--- config.mk ---
export PLATFORM = sky130hd
export DESIGN_NAME = mac_dot_seq
export DESIGN_NICKNAME = d
export VERILOG_FILES = /design/src/rtl/mac_dot_seq.sv
export SDC_FILE = /design/constraint.sdc
export NUM_CORES = 1
export LEC_CHECK = 0
export CAP_MARGIN = 0
export CORE_ASPECT_RATIO = 0.9
export CORE_UTILIZATION = 29
export DETAILED_ROUTE_END_ITERATION = 12
export GPL_TIMING_DRIVEN = 0
export PLACE_DENSITY = 0.81
export SLEW_MARGIN = 10
export SYNTH_ARGS = -nofsm -noshare
export SYNTH_HDL_FRONTEND = slang
export SYNTH_SLANG_ARGS = --single-unit
--- constraint.sdc ---
create_clock -name clk -period 2.4 [get_ports clk]
set_input_delay 0.48 -clock clk [delete_from_list [all_inputs] [get_ports clk]]
set_output_delay 0.48 -clock clk [all_outputs]
set_load 0.02 [all_outputs]
--- src/rtl/mac_dot_seq.sv ---
// Operand sequencer for a registered multiply-accumulate unit: streams K operand
// pairs per dot product into the MAC, seeds the first term with bias, and returns each sum.
module mac_dot_seq #(
    parameter int N = 16,
    parameter int K = 9
) (
    input  logic         clk,
    input  logic         sclr,
    input  logic [N-1:0] bias,
    input  logic         s_valid,
    output logic         s_ready,
    input  logic [N-1:0] s_a,
    input  logic [N-1:0] s_b,
    output logic         mac_sclr,
    output logic         mac_ce,
    output logic [N-1:0] mac_a,
    output logic [N-1:0] mac_b,
    output logic [N-1:0] mac_c,
    input  logic [N-1:0] mac_p,
    output logic         m_valid,
    input  logic         m_ready,
    output logic [N-1:0] m_data
);

    localparam int CW = (K > 1) ? $clog2(K) : 1;
    localparam logic [CW-1:0] CNT_LAST = CW'(K - 1);

    localparam logic [0:0] ST_ACC  = 1'b0;
    localparam logic [0:0] ST_DONE = 1'b1;

    logic [0:0]    state_q, state_d;
    logic [CW-1:0] cnt_q, cnt_d;
    logic          m_valid_q, m_valid_d;
    logic [N-1:0]  m_data_q, m_data_d;

    logic handshake;
    logic slot_free;
    logic load_result;

    // The MAC is cleared by the same reset edge that clears the sequencer.
    assign mac_sclr = sclr;
    assign s_ready  = (state_q == ST_ACC) && !sclr;
    assign handshake = s_valid && s_ready;
    assign mac_ce   = handshake;
    assign mac_a    = s_a;
    assign mac_b    = s_b;
    // Term 0 starts from bias; later terms accumulate onto the MAC output.
    assign mac_c    = (cnt_q == '0) ? bias : mac_p;

    assign slot_free   = !m_valid_q || m_ready;
    assign load_result = (state_q == ST_DONE) && slot_free;

    always_comb begin
        state_d = state_q;
        cnt_d   = cnt_q;
        case (state_q)
            ST_ACC: begin
                if (handshake) begin
                    if (cnt_q == CNT_LAST) begin
                        state_d = ST_DONE;
                        cnt_d   = '0;
                    end else begin
                        cnt_d = cnt_q + CW'(1);
                    end
                end
            end
            ST_DONE: begin
                if (slot_free) begin
                    state_d = ST_ACC;
                end
            end
            default: begin
                state_d = ST_ACC;
                cnt_d   = '0;
            end
        endcase
    end

    // A load on the same edge as a consume keeps the slot full with the new sum.
    always_comb begin
        m_valid_d = m_valid_q;
        m_data_d  = m_data_q;
        if (m_ready) begin
            m_valid_d = 1'b0;
        end
        if (load_result) begin
            m_valid_d = 1'b1;
            m_data_d  = mac_p;
        end
    end

    always_ff @(posedge clk) begin
        if (sclr) begin
            state_q   <= ST_ACC;
            cnt_q     <= '0;
            m_valid_q <= 1'b0;
            m_data_q  <= '0;
        end else begin
            state_q   <= state_d;
            cnt_q     <= cnt_d;
            m_valid_q <= m_valid_d;
            m_data_q  <= m_data_d;
        end
    end

    assign m_valid = m_valid_q;
    assign m_data  = m_data_q;

endmodule

Word-level counts from Yosys, hierarchy flattened. Index checks and enable logic that the tools add are counted.

Bits in registers: 22. Input bits: 68. Output and inout port bits: 68. Word-level logic and storage cells: 24.

Add/subtract/negate cells: 1. Equality and inequality tests: 1. Muxes and demuxes: 8. Bitwise operators: 1. Reductions and logical operators: 9.

Operators with widths (number): $mux 16 (1); $mux 1 (5); $add 4x1->4 const B (1); $eq 4x4->1 const B (1); $logic_not 4->1 (1); $mux 4 (1); $logic_and 1x1->1 (3); $logic_not 1->1 (2); $pmux 1 s2 (1); $reduce_and 2->1 (1); $reduce_bool 2->1 (1); $logic_or 1x1->1 (1); $not 1->1 (1).

Longest topological paths before layout.
Depth after elaboration: 5. Mapped depth: 6. Depth with buffers taken out: 5.

Worst setup path before layout. Ideal clock, no wire load.

Kind: register to output. Start point: reg cnt_q[0]. End point: out mac_c[10]. Arrival: 1.464 ns. Path slack: 0.456 ns. Stages on the path, launching flop included: 7. Path buffers: 1. Path through: dfxtp_1 -> inv_1 -> ha_1 -> nand2b_1 -> nor2_2 -> buf_4 -> mux2_2.

Cells in the longest elaborated chain, start to end: 2.

Ends and longest elaborated chain: start, declared (RTL line 32) `logic [CW-1:0] cnt_q, cnt_d;`; start signal, assigned (RTL line 100) `cnt_q <= cnt_d;`; $logic_not 4->1 (RTL line 48) `assign mac_c = (cnt_q == '0) ? bias : mac_p;`; $mux 16 (RTL line 48); end, declared (RTL line 18) `output logic [N-1:0] mac_c,`.

Every way passes these cells.

Worst setup path after layout.
Start point: reg cnt_q[0]. End point: out mac_c[8].

Same word-level chain as after synthesis.

==> summary.txt <==
Setup path
  • Slowest-stage cell, CP: dfxtp_1
  • CP endpoint kind: primary output
  • CP required: 1920 ps
  • Kind of critical path: register to primary output
  • Critical path peak fanout: 10
  • Worst Path Arrival: 1770 ps
  • Critical path, cell by cell: inv_1 -> ha_2 -> nand2b_1 -> nor2_4 -> buf_8 -> mux2_2 -> buf_2
  • CP max stage delay: 340 ps
  • Element type at the critical path start: register

Yosys
  • Synth top cells by count: 34 x buf_4, 22 x dfxtp_1, 19 x a21oi_1, 19 x nand3_1, 17 x o21ai_0
  • Synthesis Warnings: 0
  • Synth area leaders: dfxtp_1 33%, buf_4 19%, mux2_2 14%, a21oi_1 7.2%, nand3_1 7.2%
  • Synth Register Bits: 22
  • Post-Synthesis Net Count: 228
  • Ys flop type: dfxtp_1
  • Synth Instances: 158
  • Leading area contributor after synthesis: dfxtp_1
  • Synth async-reset ratio: 0
  • Post-synthesis sequential area ratio: 0.331
  • Share of the synthesized area in the top cell type: 0.331
  • Count leader, synth: buf_4
  • Mean Syn Cell Area: 8.41 um2
  • Cell variety after synth: 22
  • Post-synth EDFFs: 0
  • Mapped Area: 1330 um2

Run status
  • Status: finished clean

STA
  • Layout Skew: 4.86 ps
  • Fin crit share: 0.938
  • Worst-Margin Slew: 457 ps
  • Setup TNS: 0 ps
  • Min cycle time layout: 2250 ps
  • Unrepaired setup endpoints after global routing: no
  • Relative slew slack: 0.695
  • # setup viols final: 0
  • Final max-slew violation count: 0
  • Final Hold Fails: 0
  • Fmax achieved: 444 MHz

Detailed routing
  • Detailed-route wire length per cell: 12.3 um
  • Iter 0 DRT Violations: 43
  • First drt pass iteration count: 4
  • Vias post-DR: 1490
  • Vias per cell: 4.57
  • DRC viols: 0
  • Number of routed nets with antenna violations: 0
  • Routed WL: 4000 um

Power and ir drop
  • Combinational power share: 0.374
  • Worst vdd ir: 0.407 mV
  • Leakage: 0.000968 uW
  • Switching Fraction: 0.274
  • PwrDens: 463 nW/um2
  • Net switching power: 311 uW
  • Clock power share: 0.298
  • Part of the power in registers: 0.328
  • Int Power: 825 uW

Placement
  • RD Place Congestion: 0.675
  • Placed Cells: 321
  • DP HPWL: 3170 um
  • PortBufs: 103

Finish
  • NumNets Final: 337
  • Fin util: 0.579
  • Share of layout cells above drive strength 1: 0.293
  • Area delta synth->final: 84.8%
  • Antenna diodes: 0
  • Finished Layout Cells: 326

Floorplanning
  • Die ar.: 4860 um2
  • Number of I/O pins: 136
  • Initial Util: 0.313
  • Row cnt: 22
  • Core area: 4240 um2
  • Overall die height: 66.2 um
  • Chip Width: 73.4 um

Worst hold path
  • Hold Crit Class: register to register

CTS
  • H-tree Lvls: 1
  • Clk buf depth: 2
  • TritonCTS Sinks: 22
  • CTS tree: done
  • Cts-stage hold buffer count: 0
  • Root buffer cell: clkbuf_8
  • Clock transition at path regs: 80 ps
  • Worst-Skew Late Latency: 260 ps
  • TritonCTS Buffers: 3

GRT
  • Total track usage: 0.157
  • Pin count of the biggest net entering global routing: 14
  • Vias in the first global route: 1363
  • Number of antenna violations at the first check in global routing: 0
  • First-pass GRT wire length: 5980 um
  • Total grt overflow: 0

Run
  • Maxcap violations: 0
[cell usage in the layout, fill, tap and decap left out, drive strengths merged]
| master | netlist | routed |
|---|---|---|
| clkdlybuf4s50 | 0 | 84 |
| buf | 36 | 50 |
| dfxtp | 22 | 22 |
| nand3 | 19 | 19 |
| a21oi | 19 | 19 |
| o21ai | 17 | 17 |
| mux2 | 16 | 16 |
| clkbuf | 6 | 12 |
| inv | 5 | 5 |
| nor2 | 3 | 3 |
| nand2b | 2 | 2 |
| nor2b | 2 | 2 |
| nand2 | 2 | 2 |
| o31ai | 2 | 2 |
| ha | 2 | 2 |
| or3b | 1 | 1 |
| a32oi | 1 | 1 |
| or3 | 1 | 1 |
| a31oi | 1 | 1 |
| a211o | 1 | 1 |
| bufinv | 0 | 1 |
| dlymetal6s2s | 0 | 1 |
| clkdlybuf4s15 | 0 | 1 |
| dlygate4sd2 | 0 | 1 |
[flip-flops by register name (all words and copies together), names as in the netlist]
signal,count
cnt_q,4
m_data,16
state_q,1
m_valid,1
[layout make-up]
class                   instances  area, um2
flip-flops and latches         22        440
well taps                      60       75.1
clock inverters                 1       30.0
fillers                       442       1780
inverters                       5       18.8
clock buffers                   3       41.3
plain buffers                  42        295
repair buffers                104        965
multi-input cells              89        591
[routing by layer]
layer	global-route usage	vias to the layer above	wire length [um]
met5	0	-	0
met4	0.0313	0	44
met3	0.0534	4	414
met2	0.303	80	2000
met1	0.164	672	1550
li1	-	734	-
[per-stage QoR]
stage,setup slack [ps],hold slack [ps],area (um2),total power [uW]
after floorplan,456,480,1330,619
after global placement,-384,460,2430,830
after detailed placement,-397,467,2430,833
after CTS,0.862,479,2550,1180
after global routing,23.5,493,2460,1190
final,148,477,2460,1140
[worst max-delay path, delay by kind of cell, from the launching register on]
kind	cells	cell delay, ps
buffers and inverters	3	400
multiplexers	1	340
adder cells (fa/ha/maj)	1	190
flip-flops	1	340
AND/OR/NAND/NOR	2	250
[worst paths after layout]
path              from  slack, ps          to  depth (start not counted)
min reg2reg  m_data[2]        480   m_data[2]                          2
min          m_data[2]        480   m_data[2]                          2
max           cnt_q[0]        150    mac_c[8]                          7
max reg2reg    m_valid        910  m_data[10]                          4
[power by group through the flow]
stage               clock (uW)  combinational, uW  sequential (uW)
floorplan                    0                238              381
global placement             0                449              381
detailed placement           0                451              381
CTS                        350                457              373
global route               363                452              373
finish                     339                425              373
[kinds of logic (layout without fill, tap and decap cells)]
family,Yosys count,after routing,synth area share
muxes,16,16,0.136
AOI/OAI and AO/OA,41,41,0.165
adders and majority gates,2,2,0.0188
buffers and inverters,47,155,0.230
and+or+nand+nor,30,30,0.120
DFF,22,22,0.331
[what timing repair did]
| item | 4_1_cts | 5_1_grt |
|---|---|---|
| cloned | 0 | 0 |
| pin swaps | 1 | 1 |
| buffers inserted | 1 | 0 |
| gates resized for setup | 55 | 18 |
| setup endpoints to repair | 18 | 17 |
(Power assumes the default switching activity.)
